--- config.mk ---
export PLATFORM = sky130hd
export DESIGN_NAME = ps2_rx
export DESIGN_NICKNAME = d
export VERILOG_FILES = /design/src/rtl/simon_pkg.sv /design/src/rtl/sync_2ff.sv /design/src/rtl/ps2_rx.sv
export SDC_FILE = /design/constraint.sdc
export NUM_CORES = 1
export LEC_CHECK = 0
export CAP_MARGIN = 20
export CORE_MARGIN = 1.5
export CORE_UTILIZATION = 40
export CTS_CLUSTER_DIAMETER = 80
export CTS_CLUSTER_SIZE = 20
export DETAILED_ROUTE_END_ITERATION = 10
export PLACE_DENSITY = 0.62
export SLEW_MARGIN = 0
export SYNTH_ARGS = -nofsm -noshare
export SYNTH_HDL_FRONTEND = slang
export SYNTH_SLANG_ARGS = --single-unit
--- constraint.sdc ---
create_clock -name clk -period 3.9 [get_ports clk]
set_clock_uncertainty 0.05 [all_clocks]
set_input_delay 1.17 -clock clk [delete_from_list [all_inputs] [get_ports clk]]
set_output_delay 1.17 -clock clk [all_outputs]
set_load 0.02 [all_outputs]
--- src/rtl/simon_pkg.sv ---
// rtl/simon_pkg.sv - shared frame-state type and PS/2 scan-code constants
package simon_pkg;

    typedef enum logic [1:0] {
        ST_IDLE,
        ST_DATA,
        ST_PARITY,
        ST_STOP
    } frame_state_t;

    localparam logic [7:0] BREAK_CODE = 8'hF0;
    localparam logic [7:0] EXT_CODE   = 8'hE0;
    localparam logic [7:0] KEY_START  = 8'h5A;
    localparam logic [7:0] KEY_RED    = 8'h2D;
    localparam logic [7:0] KEY_GREEN  = 8'h34;
    localparam logic [7:0] KEY_BLUE   = 8'h32;
    localparam logic [7:0] KEY_YELLOW = 8'h35;

endpackage

--- src/rtl/sync_2ff.sv ---
// rtl/sync_2ff.sv - two-flop synchronizer with a configurable reset value
module sync_2ff #(
    parameter logic RST_VAL = 1'b1
) (
    input  logic clk,
    input  logic rst,
    input  logic d,
    output logic q
);

    logic meta;

    // Two back-to-back flops; reset value lets the bus read as idle out of reset
    always_ff @(posedge clk or posedge rst) begin
        if (rst) begin
            meta <= RST_VAL;
            q    <= RST_VAL;
        end else begin
            meta <= d;
            q    <= meta;
        end
    end

endmodule

--- src/rtl/ps2_rx.sv ---
// rtl/ps2_rx.sv - PS/2 keyboard frame receiver with make/break decoding
module ps2_rx
    import simon_pkg::*;
#(
    parameter int TIMEOUT_CYC = 50000
) (
    input  logic       clk,
    input  logic       rst,
    input  logic       ps2_clk,
    input  logic       ps2_data,
    output logic       btn_pulse,
    output logic [7:0] btn_code,
    output logic       frame_err
);

    localparam int WD_W = $clog2(TIMEOUT_CYC + 1);

    logic            clk_s;
    logic            data_s;
    logic            clk_prev;
    logic            fall;

    frame_state_t    state_q;
    frame_state_t    state_d;
    logic [2:0]      bit_cnt;
    logic [7:0]      shift_q;
    logic            par_q;
    logic [WD_W-1:0] wd_q;

    logic            break_pend;
    logic            ext_pend;
    logic [7:0]      held_code;

    logic            timeout;
    logic            accept;
    logic            err_d;
    logic            pulse_d;

    sync_2ff #(.RST_VAL(1'b1)) u_sync_clk (
        .clk (clk),
        .rst (rst),
        .d   (ps2_clk),
        .q   (clk_s)
    );

    sync_2ff #(.RST_VAL(1'b1)) u_sync_data (
        .clk (clk),
        .rst (rst),
        .d   (ps2_data),
        .q   (data_s)
    );

    // Delayed copy of the synchronized PS/2 clock for falling-edge detection
    always_ff @(posedge clk or posedge rst) begin
        if (rst) begin
            clk_prev <= 1'b1;
        end else begin
            clk_prev <= clk_s;
        end
    end

    assign fall = clk_prev & ~clk_s;

    // Frame state register
    always_ff @(posedge clk or posedge rst) begin
        if (rst) begin
            state_q <= ST_IDLE;
        end else begin
            state_q <= state_d;
        end
    end

    // Next-state decode plus the accept/error decisions made on the deciding edge
    always_comb begin
        state_d = state_q;
        accept  = 1'b0;
        err_d   = 1'b0;
        timeout = (state_q != ST_IDLE) && !fall && (wd_q == WD_W'(TIMEOUT_CYC - 1));
        if (timeout) begin
            state_d = ST_IDLE;
            err_d   = 1'b1;
        end else if (fall) begin
            unique case (state_q)
                ST_IDLE: begin
                    if (!data_s) begin
                        state_d = ST_DATA;
                    end else begin
                        err_d = 1'b1;
                    end
                end
                ST_DATA: begin
                    if (bit_cnt == 3'd7) begin
                        state_d = ST_PARITY;
                    end
                end
                ST_PARITY: begin
                    state_d = ST_STOP;
                end
                ST_STOP: begin
                    state_d = ST_IDLE;
                    if (data_s && (^{shift_q, par_q})) begin
                        accept = 1'b1;
                    end else begin
                        err_d = 1'b1;
                    end
                end
                default: state_d = ST_IDLE;
            endcase
        end
    end

    // A make code only strobes when it is new; prefixes, releases and repeats are silent
    assign pulse_d = accept && (shift_q != BREAK_CODE) && !break_pend &&
                     (shift_q != EXT_CODE) && (shift_q != held_code);

    // Bit counter, shift register, parity capture and idle watchdog
    always_ff @(posedge clk or posedge rst) begin
        if (rst) begin
            bit_cnt <= 3'd0;
            shift_q <= 8'h00;
            par_q   <= 1'b0;
            wd_q    <= '0;
        end else begin
            if (fall || timeout || state_q == ST_IDLE) begin
                wd_q <= '0;
            end else begin
                wd_q <= wd_q + WD_W'(1);
            end
            if (fall && !timeout) begin
                unique case (state_q)
                    ST_IDLE:   bit_cnt <= 3'd0;
                    ST_DATA: begin
                        shift_q <= {data_s, shift_q[7:1]};
                        bit_cnt <= bit_cnt + 3'd1;
                    end
                    ST_PARITY: par_q <= data_s;
                    default:   ;
                endcase
            end
        end
    end

    // Scan-code decoding and the registered one-cycle strobes
    always_ff @(posedge clk or posedge rst) begin
        if (rst) begin
            btn_pulse  <= 1'b0;
            frame_err  <= 1'b0;
            btn_code   <= 8'h00;
            break_pend <= 1'b0;
            ext_pend   <= 1'b0;
            held_code  <= 8'h00;
        end else begin
            btn_pulse <= pulse_d;
            frame_err <= err_d;
            if (accept) begin
                if (shift_q == BREAK_CODE) begin
                    break_pend <= 1'b1;
                end else if (break_pend) begin
                    break_pend <= 1'b0;
                    ext_pend   <= 1'b0;
                    if (shift_q == held_code) begin
                        held_code <= 8'h00;
                    end
                end else if (shift_q == EXT_CODE) begin
                    ext_pend <= 1'b1;
                end else begin
                    ext_pend <= 1'b0;
                    if (shift_q != held_code) begin
                        btn_code  <= shift_q;
                        held_code <= shift_q;
                    end
                end
            end
        end
    end

endmodule

==> metrics <==
CTS tree built; Initial Util 41.2%; initial antenna violation count 0; PortBufs 13; Max FO, Critical Path 15; Die Wd between 80 and 90 um; Synth Cell Area about 2600 sq um; post-synth top area cell dfrtp_1; CP peak stage delay roughly 0.50 ns; hold slack 0.310 ns; Worst R2R End btn_code[5]$_DFFE_PP0P_; slew margin rel. 46.3%; switching portion of total power between 30% and 40%; number of synthesized flops with an enable pin 0; P_leak between 0.001 and 0.0015 uW; worst r2r src shift_q[7]$_DFFE_PP0P_; R2R cell count 6; CTS resizes 0; pin count of the biggest net entering global routing 25; root buffer cell clkbuf_8; Antenna Violating Nets Remaining 0; top cells by count, synth 49 x dfrtp_1, 17 x xnor2_1, 16 x mux2_2; core region area about 6300 sq um; Synth Flop Type dfrtp_1; share of the synthesized area in the top cell type between 40% and 50%; sw power around 540 uW; Syn Inst Count approximately 210; crit path DAT between 2 and 3 ns; Fin. Hold Viols 0; post-DR wirelength/cell 13.9 um; min-delay worst type register to register; clock-pin slew on the worst setup and hold paths around 0.090 ns; VDD IR max around 330 uV; initial drt markers between 70 and 80; synth top area cells dfrtp_1 47%, mux2_2 7.0%, xnor2_1 5.8%; pwr/cell area between 500 and 600 nW/um^2; final setup vio count 0; number of nets in the layout approximately 240; # hold bufs at CTS 0; Max clock buf depth 2; Hold Startpoint u_sync_clk.meta$_DFF_PP1_; Clock Sink Count 54; CP delay by family, top multiplexers; setup TNS 0 ns; clock share of power a little under a fifth; startpoint types register; async set-reset flop share out of synthesis between 90% and 100%; CP max-delay cell xor3_1; worst-path cell chain xor3_1, or3_1, mux2_4, nor4_4, buf_4, mux2_2; R2R setup slack ~1.2 ns; register area share after synthesis between 50% and 60%; Clk Latency, worst-skew pair ~0.30 ns; Routed WL 4200 um; P_int approximately 1100 uW; combinational group share of total power 34.1%; fin crit share around 68%; Netlist cell types 40; H-tree depth 2; first-pass GRT wire length 7580 um; number of diodes 0; first drt pass iteration count 4; row count 29; Vias/cell a little over 5; Setup crit end kind register; share of cells above drive strength 1 about a fifth; max-cap violations 0; fin crit period approximately 2.7 ns; gpl congestion 0.717; worst hold path depth 0; most numerous cell in the Yosys netlist dfrtp_1; vias approximately 1,600; hold worst-path end u_sync_clk.q$_DFF_PP1_; Setup Fix Bufs, Post-CTS 0; RSZ-0062 raised after global routing false; vias in the first global route around 1,600; Critical Path RT around 4.0 ns; gr usage total 13.4%; worst slew pin tran around 0.8 ns; Syn Area/Cell about 12 sq um; max-slew violations 0; Num CTS Buffers 5; status finished clean; synth warn 0; Post-Syn Nets 224; Crit Path Class register to register; die area a little under 7000 sq um; gr ovfl total 0; Max Freq 0.377 GHz; DRC 0; Synth Register Bits 54; Die Ht between 80 and 90 um; area grow syn2layout 9.64%; Ports 14; Buffers & Inverters on Critical Path 1; DP HPWL 2850 um; sequential share of power between 40% and 50%
## registers in the layout, summed over array words and instances (netlist names)
register,count
wd_q,16
state_q,2
btn_pulse,1
par_q,1
break_pend,1
u_sync_clk.meta,1
u_sync_data.q,1
u_sync_data.meta,1
u_sync_clk.q,1
held_code,8
shift_q,8
btn_code,8
clk_prev,1
frame_err,1
bit_cnt,3
## power by group through the flow
stage	clock network [uW]	registers, uW	logic (uW)
4_1_cts	303	771	556
6_report	294	769	550
5_1_grt	328	789	615
3_3_place_gp	0	780	546
3_5_place_dp	0	781	551
2_1_floorplan	0	739	489
## routing by layer
metal / GRT usage (%) / share of wire, % / routed length, um / vias up
met4: 3.48 / 0.76 / 32 / 0
met1: 18.5 / 50 / 2090 / 765
met2: 21.4 / 46 / 1950 / 19
met3: 2.98 / 2.9 / 122 / 4
li1: - / - / - / 763
met5: 0 / 0 / 0 / -
## per-stage QoR
step / util (%) / setup WS (ns) / cell area (sq um) / cells / total power [uW]
3_5_place_dp: 43.9 / 1.26 / 2760 / 295 / 1330
4_1_cts: 45.1 / 1.25 / 2830 / 302 / 1630
2_1_floorplan: - / 1.32 / 2580 / 212 / 1230
6_report: 45.1 / 1.25 / 2830 / 302 / 1610
5_1_grt: 45.1 / 1.09 / 2830 / 302 / 1730
3_3_place_gp: 43.9 / 1.31 / 2760 / 295 / 1330
## cells by family (layout without fill, tap and decap cells)
| logic type | after synthesis | after routing | synth area share [%] |
|---|---|---|---|
| compound gates | 29 | 29 | 8.28 |
| simple gates | 61 | 61 | 13.4 |
| mux | 19 | 19 | 8.72 |
| xor+xnor | 24 | 24 | 9.25 |
| flops | 54 | 54 | 52.5 |
| buf+inv | 17 | 30 | 3.97 |
| fa+ha+maj | 8 | 8 | 3.87 |
## worst register-to-register path: stages, from the launching register on
cell	delay [ns]
dfrtp_1	0.46
xor3_1	0.50
or3_1	0.32
mux2_4	0.31
nor4_4	0.28
buf_4	0.28
mux2_2	0.36
## layout make-up
cell class | count | area [sq um]
fillers | 594 | 3440
flip-flops and latches | 54 | 1360
multi-input cells | 141 | 1120
repair buffers | 16 | 153
well taps | 77 | 96.3
clock buffers | 7 | 76.3
inverters | 7 | 26.3
## placed cells by master (no fill, tap or decap), types with 2 or more instances in the layout
master / netlist / final
a21oi_1: 6 / 6
a22o_2: 7 / 7
a32o_1: 3 / 3
and4_1: 3 / 3
buf_4: 0 / 3
clkbuf_1: 4 / 2
clkbuf_8: 0 / 5
clkdlybuf4s50_1: 0 / 13
dfrtp_1: 49 / 49
dfstp_2: 5 / 5
ha_1: 8 / 8
inv_1: 7 / 6
mux2_2: 16 / 16
mux2_4: 3 / 3
nand2_1: 12 / 12
nand3_1: 3 / 3
nand4_1: 6 / 6
nor2_1: 15 / 15
nor2b_1: 3 / 3
nor3_1: 2 / 2
nor4bb_1: 2 / 2
o21ai_0: 8 / 8
or3_1: 6 / 6
xnor2_1: 17 / 17
xor2_1: 5 / 5
## worst max-delay path by stage
stage | start | endpoint | slack (ns) | depth (start not counted)
detailed placement | shift_q[7]$_DFFE_PP0P_ | btn_code[1]$_DFFE_PP0P_ | 1.26 | 6
global placement | shift_q[7]$_DFFE_PP0P_ | btn_code[3]$_DFFE_PP0P_ | 1.31 | 6
finish | shift_q[7]$_DFFE_PP0P_ | btn_code[5]$_DFFE_PP0P_ | 1.25 | 6
floorplan | shift_q[7]$_DFFE_PP0P_ | btn_code[0]$_DFFE_PP0P_ | 1.32 | 6
global route | shift_q[7]$_DFFE_PP0P_ | btn_code[4]$_DFFE_PP0P_ | 1.09 | 6
CTS | shift_q[7]$_DFFE_PP0P_ | btn_code[1]$_DFFE_PP0P_ | 1.25 | 6
No activity file was read; power rests on OpenSTA's default activity.
